<file path="src/rtl/voice_allocator.sv">
// voice_allocator: polyphonic voice allocator for the oscillator bank.
// Accepts note-on/note-off events over a valid/ready handshake and keeps
// per-voice frequency, volume, note and age state. Each event runs through
// IDLE -> LOOKUP -> COMMIT, so one event is taken every 3 cycles.
// Ports:
//   clk, reset_n      clock, asynchronous active-low reset
//   ev_valid/ev_ready event handshake
//   ev_on, ev_note    1 = note-on / 0 = note-off, note number
//   all_off           single-cycle pulse: silence every voice, drop in-flight event
//   frequencies       per-voice frequency word (Q.20 Hz)
//   voice_volumes     per-voice volume word
//   voice_active      per-voice sounding flag
//   overflow          high during COMMIT of a dropped note-on (STEAL = 0 only)
module voice_allocator #(
  parameter int              VOICES    = 8,
  parameter int              NOTE_BITS = 5,
  parameter int              FREQ_W    = 32,
  parameter int              VOL_W     = 32,
  parameter longint unsigned FULL_VOL  = 64'd1 << 20,
  parameter longint unsigned BASE_FREQ = 64'd55 << 20,
  parameter int              STEAL     = 1,
  parameter int              AGE_W     = 8
) (
  input  logic                           clk,
  input  logic                           reset_n,
  input  logic                           ev_valid,
  output logic                           ev_ready,
  input  logic                           ev_on,
  input  logic [NOTE_BITS-1:0]           ev_note,
  input  logic                           all_off,
  output logic [VOICES-1:0][FREQ_W-1:0]  frequencies,
  output logic [VOICES-1:0][VOL_W-1:0]   voice_volumes,
  output logic [VOICES-1:0]              voice_active,
  output logic                           overflow
);

  localparam int IDX_W = $clog2(VOICES);
  localparam int NOTES = 1 << NOTE_BITS;

  localparam logic [1:0] ST_IDLE   = 2'd0;
  localparam logic [1:0] ST_LOOKUP = 2'd1;
  localparam logic [1:0] ST_COMMIT = 2'd2;

  localparam logic [AGE_W-1:0] AGE_MAX = {AGE_W{1'b1}};
  localparam logic [VOL_W-1:0] FULL    = VOL_W'(FULL_VOL);

  // Just-intonation ratio applied to BASE_FREQ, shifted up by octave.
  // The tritone divides first so 45 * BASE_FREQ cannot lose its top bits.
  function automatic logic [FREQ_W-1:0] note_freq(input int n);
    logic [63:0] f;
    logic [3:0]  s;
    int          o;
    s = 4'(n % 32'sd12);
    o = n / 32'sd12;
    case (s)
      4'd0:    f = BASE_FREQ;
      4'd1:    f = BASE_FREQ * 64'd16 / 64'd15;
      4'd2:    f = BASE_FREQ * 64'd9  / 64'd8;
      4'd3:    f = BASE_FREQ * 64'd6  / 64'd5;
      4'd4:    f = BASE_FREQ * 64'd5  / 64'd4;
      4'd5:    f = BASE_FREQ * 64'd4  / 64'd3;
      4'd6:    f = BASE_FREQ / 64'd32 * 64'd45;
      4'd7:    f = BASE_FREQ * 64'd3  / 64'd2;
      4'd8:    f = BASE_FREQ * 64'd8  / 64'd5;
      4'd9:    f = BASE_FREQ * 64'd5  / 64'd3;
      4'd10:   f = BASE_FREQ * 64'd16 / 64'd9;
      4'd11:   f = BASE_FREQ * 64'd15 / 64'd8;
      default: f = BASE_FREQ;
    endcase
    f = f << o;
    return FREQ_W'(f);
  endfunction

  // Index of the lowest set bit; 0 when the mask is empty.
  function automatic logic [IDX_W-1:0] lowest(input logic [VOICES-1:0] m);
    logic [IDX_W-1:0] idx;
    idx = '0;
    for (int i = VOICES - 1; i >= 0; i--) begin
      if (m[i]) idx = IDX_W'(i);
      else      idx = idx;
    end
    return idx;
  endfunction

  logic [FREQ_W-1:0] rom [NOTES];

  for (genvar g = 0; g < NOTES; g++) begin : g_rom
    assign rom[g] = note_freq(g);
  end

  logic [1:0]                       state_r, state_nxt_s;
  logic                             on_r;
  logic [NOTE_BITS-1:0]             note_r;
  logic [FREQ_W-1:0]                freq_r;
  logic [VOICES-1:0]                hit_r, free_r;
  logic [IDX_W-1:0]                 oldest_r;
  logic [VOICES-1:0][NOTE_BITS-1:0] notes_r;
  logic [VOICES-1:0][AGE_W-1:0]     ages_r;

  logic [VOICES-1:0] hit_s;
  logic [IDX_W-1:0]  oldest_s;
  logic [AGE_W-1:0]  best_age_s;
  logic              drop_s;
  logic              take_s;
  logic [IDX_W-1:0]  sel_s;

  // Lookup-stage masks and oldest voice (largest age, lowest index on tie).
  always_comb begin
    hit_s      = '0;
    oldest_s   = '0;
    best_age_s = ages_r[0];
    for (int i = 0; i < VOICES; i++) begin
      if (voice_active[i] && (notes_r[i] == note_r)) hit_s[i] = 1'b1;
      else                                            hit_s[i] = 1'b0;
    end
    for (int i = 1; i < VOICES; i++) begin
      if (ages_r[i] > best_age_s) begin
        best_age_s = ages_r[i];
        oldest_s   = IDX_W'(i);
      end else begin
        best_age_s = best_age_s;
      end
    end
    drop_s = on_r && (hit_s == '0) && (voice_active == {VOICES{1'b1}}) && (STEAL == 0);
  end

  // Commit-stage voice choice: retrigger hit, else free voice, else oldest.
  always_comb begin
    take_s = 1'b0;
    sel_s  = oldest_r;
    if (hit_r != '0) begin
      take_s = 1'b1;
      sel_s  = lowest(hit_r);
    end else if (free_r != '0) begin
      take_s = 1'b1;
      sel_s  = lowest(free_r);
    end else begin
      take_s = (STEAL != 0);
      sel_s  = oldest_r;
    end
  end

  // Next FSM state; all_off returns to IDLE from anywhere.
  always_comb begin
    state_nxt_s = ST_IDLE;
    if (all_off) begin
      state_nxt_s = ST_IDLE;
    end else begin
      case (state_r)
        ST_IDLE:   state_nxt_s = (ev_valid && ev_ready) ? ST_LOOKUP : ST_IDLE;
        ST_LOOKUP: state_nxt_s = ST_COMMIT;
        ST_COMMIT: state_nxt_s = ST_IDLE;
        default:   state_nxt_s = ST_IDLE;
      endcase
    end
  end

  // FSM, event capture, lookup registers and overflow flag.
  always_ff @(posedge clk or negedge reset_n) begin
    if (!reset_n) begin
      state_r  <= ST_IDLE;
      ev_ready <= 1'b1;
      on_r     <= 1'b0;
      note_r   <= '0;
      freq_r   <= '0;
      hit_r    <= '0;
      free_r   <= '0;
      oldest_r <= '0;
      overflow <= 1'b0;
    end else begin
      state_r  <= state_nxt_s;
      ev_ready <= (state_nxt_s == ST_IDLE);
      if (!all_off && state_r == ST_IDLE && ev_valid) begin
        on_r   <= ev_on;
        note_r <= ev_note;
      end
      if (state_r == ST_LOOKUP) begin
        freq_r   <= rom[note_r];
        hit_r    <= hit_s;
        free_r   <= ~voice_active;
        oldest_r <= oldest_s;
      end
      // Raised on entry to COMMIT so it is high for exactly that cycle.
      overflow <= !all_off && (state_r == ST_LOOKUP) && drop_s;
    end
  end

  // Per-voice state: allocate/retrigger, release, and all-notes-off.
  always_ff @(posedge clk or negedge reset_n) begin
    if (!reset_n) begin
      frequencies   <= '0;
      voice_volumes <= '0;
      voice_active  <= '0;
      notes_r       <= '0;
      ages_r        <= '0;
    end else if (all_off) begin
      voice_volumes <= '0;
      voice_active  <= '0;
      ages_r        <= '0;
    end else if (state_r == ST_COMMIT && on_r && take_s) begin
      for (int i = 0; i < VOICES; i++) begin
        if (IDX_W'(i) == sel_s) begin
          frequencies[i]   <= freq_r;
          voice_volumes[i] <= FULL;
          voice_active[i]  <= 1'b1;
          notes_r[i]       <= note_r;
          ages_r[i]        <= '0;
        end else if (voice_active[i] && ages_r[i] != AGE_MAX) begin
          ages_r[i] <= ages_r[i] + {{(AGE_W-1){1'b0}}, 1'b1};
        end
      end
    end else if (state_r == ST_COMMIT && !on_r) begin
      for (int i = 0; i < VOICES; i++) begin
        if (hit_r[i]) begin
          voice_volumes[i] <= '0;
          voice_active[i]  <= 1'b0;
        end
      end
    end
  end

endmodule

</file>
<file path="config.mk">
export PLATFORM = sky130hd
export DESIGN_NAME = voice_allocator
export DESIGN_NICKNAME = d
export VERILOG_FILES = /design/src/rtl/voice_allocator.sv
export SDC_FILE = /design/constraint.sdc
export NUM_CORES = 1
export LEC_CHECK = 0
export CORE_AREA = 2 2 213 215
export CTS_BUF_LIST = sky130_fd_sc_hd__clkbuf_2 sky130_fd_sc_hd__clkbuf_4 sky130_fd_sc_hd__clkbuf_8
export DETAILED_ROUTE_END_ITERATION = 8
export DIE_AREA = 0 0 215 217
export GPL_ROUTABILITY_DRIVEN = 0
export PLACE_DENSITY = 0.78
export SYNTH_ARGS = -nofsm -noshare
export SYNTH_HDL_FRONTEND = slang
export SYNTH_SLANG_ARGS = --single-unit
</file>
<file path="constraint.sdc">
create_clock -name clk -period 15.65 [get_ports clk]
set_input_delay 1.565 -clock clk [delete_from_list [all_inputs] [get_ports clk]]
set_output_delay 1.565 -clock clk [all_outputs]
set_load 0.005 [all_outputs]
</file>
==> impl_metrics.ini <==
[critical_path]
cp_max_fo = 24
cp_common_cell = ha_1
slowest_stage = a21oi_2
critPathRequiredTime_ns = 16.17
cp-start-kind = register
cpPeakStageDelay_ns = 0.55
worstSetupPathType = register to register
cp_num_buf_inv = 4
critPathArrivalTime_ns = 14.17
endpoint_kind = register
path_delay_family = compound AO/OA/AOI/OAI gates

[clocking]
cts-htree-levels = 2
ctsRootBufferMaster = clkbuf_8
path_clk_slew_ns = 0.06
ctsHoldBuffers = 0
ctsResizeCount = 0
clock_sinks = 338
worstSkewPairLatency_ns = 0.65
clockBufferDepth = 3
postCtsSetupBuffers = 0
cts_tree = built
cts_buffers = 58

[synth]
syn_area_sq_um = 19660
synth_edf_count = 0
synth_area_per_cell_sq_um = 10.40
ys_ff_latch = 338
yosysWarningCount = 0
yosysUniqueCellTypes = 90
yosysSeqAreaShare_pct = 43.02
yosys_most_used_dff = dfrtp_1
syn_inst = 1891
async_flop_share_pct = 100.0

[die]
die_w_um = 215
initial_utilization_pct = 43.99
design.core.area_sq_um = 44700
num_rows = 78
die-area_sq_um = 46660
num_io_pins = 532
fp.dieH_um = 217

[pwr]
switching_share_pct = 34.34
ir_drop_uv = 99.00
power_density_nw_per_um2 = 126.1
leakage_nw = 10.75
intPower_mw = 1.876
clkPwrFrac_pct = 30.1
comb_power_share_pct = 31.3
power_mw = 2.857
p_switching_uw = 981.0
power_frac_seq_pct = 38.6

[layout]
syn_to_final_growth_pct = 15.19
fin_nets = 2173
final_util_pct = 50.68
final_area_sq_um = 22650
diodes = 0
drive_gt1_share_pct = 17.51

[detailed_routing]
ant_nets = 0
dr_total_vias = 13870
routed_wl_um = 47530
drc = 0
dr.first_iter.drc_count = 688
wire_per_inst_um = 17.37
via_per_inst = 5.070
firstDrtPassIters = 8

[place]
hpwl_um = 33410
io_buffers = 258
placed_cell_area_sq_um = 21390

[run]
cap_viol_max_count = 0

[sta]
fin_skew_ns = 0.03177
worstMarginPinSlew_ns = 1.241
slew_violations = 0
period_minus_slack_ns = 13.65
clock.fmax_mhz = 73.27
rsz0062_at_grt = false
hold_viol_final = 0
min_period_over_period_pct = 87.21
worst_hold_slack_ns = 0.4994
fin_setup_tns_ns = 0
slew_headroom_pct = 16.97
setup_viol = 0

[grt]
grt_max_degree = 139
first_global_vias = 13770
grt_use_total_pct = 19.77
antenna_found_initial = 0
grt_pass1_wl_um = 74130
overflow = 0

[worst_hold_path]
hold_class = register to register

[outcome]
status = complete, no violations
[metrics by stage]
| step | cells | setup slack (ns) |
|---|---|---|
| after CTS | 2736 | 2.138 |
| final | 2736 | 2.002 |
| after global placement | 2634 | 2.693 |
| after global routing | 2736 | 0.9421 |
| after floorplan | 2163 | 3.595 |
| after detailed placement | 2634 | 2.217 |
[cell usage after synthesis, drive strengths merged, types with 5 or more instances]
master,number,area share [%]
buf,360,13
dfrtp,337,43
mux2,208,12
nand2,135,2.6
o21ai,103,2.6
nor2,96,1.9
ha,69,4.4
inv,67,1.3
a21oi,63,1.6
xnor2,53,2.4
clkbuf,48,0.92
nand3,31,0.79
xor2,28,1.2
mux2i,25,1.7
nand4,25,0.83
o21a,19,0.76
nor2b,18,0.57
a31oi,17,0.54
and3,17,0.54
nor3,16,0.46
a21o,15,0.57
o211ai,12,0.53
o31ai,11,0.49
a221oi,10,0.45
or2,10,0.33
a2111oi,7,0.31
and2,7,0.22
nand2b,7,0.22
nor4,7,0.25
a211oi,6,0.25
o21bai,6,0.25
and4,5,0.22
o32ai,5,0.22
[power by group through the flow]
stage / Combinational (mW) / Sequential [mW] / Clock, mW
2_1_floorplan: 0.697 / 1.07 / 0
3_3_place_gp: 0.857 / 1.11 / 0
6_report: 0.895 / 1.10 / 0.860
3_5_place_dp: 0.884 / 1.12 / 0
4_1_cts: 0.890 / 1.10 / 0.882
5_1_grt: 0.977 / 1.12 / 0.923
[final cells by class]
cell class                 instances  area (sq um)
multi-input combinational       1349          9183
sequential                       338          8459
fill                            3899         22050
tap                              600         750.7
clock buffer                      95          1145
inverter                          68         255.2
clock inverter                     7         113.9
timing repair buffer             279          2745
[cells by family after synthesis]
group / synth area share [%]
other cells: 0.01907
flops: 43.02
fa+ha+maj: 4.441
buf+inv: 15.66
mux: 13.62
simple gates: 9.322
compound gates: 10.31
xor+xnor: 3.608
[path summary, 6_finish.rpt]
check	start	endpoint	slack [ns]	cells past startpoint
worst min-delay path	notes_r[36]$_DFFE_PN0P_	notes_r[36]$_DFFE_PN0P_	0.50	2
worst max register to register	ages_r[5]$_DFFE_PN0P_	oldest_r[1]$_DFFE_PN0P_	2.00	65
max in group asynchronous	reset_n	frequencies[210]$_DFFE_PN0P_	12.91	2
worst max-delay path	ages_r[5]$_DFFE_PN0P_	oldest_r[1]$_DFFE_PN0P_	2.00	65
min in group asynchronous	reset_n	frequencies[122]$_DFFE_PN0P_	1.04	1
worst min register to register	notes_r[36]$_DFFE_PN0P_	notes_r[36]$_DFFE_PN0P_	0.50	2
[per-layer routing]
layer	vias to the layer above	routed length [um]	track usage [%]
met5	-	0	0
met4	0	1274	6.552
met3	102	4353	6.848
met2	540	22610	32.10
met1	6895	19300	24.72
li1	6334	-	-
[registers in the layout, indices dropped and copies added, names as in the netlist]
| register | flops |
|---|---|
| on_r | 1 |
| oldest_r | 3 |
| free_r | 8 |
| note_r | 5 |
| ages_r | 64 |
| notes_r | 40 |
| voice_volumes | 8 |
| ev_ready | 1 |
| hit_r | 8 |
| freq_r | 22 |
| frequencies | 176 |
| state_r | 2 |
[tightest hold or removal path: stages, from the launching register on]
cell	delay [ns]
dfrtp_1	0.36
nand2_1	0.05
o21ai_0	0.06
[layout by cell type, fill, tap and decap left out, drive strengths merged, types with 5 or more instances in the layout]
cell type / n
o32ai: 5
buf: 22
a21o: 15
mux2: 208
nor2b: 18
inv: 69
o21a: 19
and4: 5
nor3: 16
nand3: 31
ha: 69
nand4: 25
conb: 273
mux2i: 25
nand2: 135
a221oi: 10
xor2: 28
clkbuf: 95
a211oi: 6
and2: 7
nor4: 7
o31ai: 11
clkdlybuf4s50: 257
dfrtp: 337
and3: 17
o211ai: 12
o21ai: 103
or2: 10
nand2b: 7
a21oi: 63
xnor2: 53
a2111oi: 7
a31oi: 17
nor2: 96
o21bai: 6
Note: power is estimated with default switching activity, not from simulation.
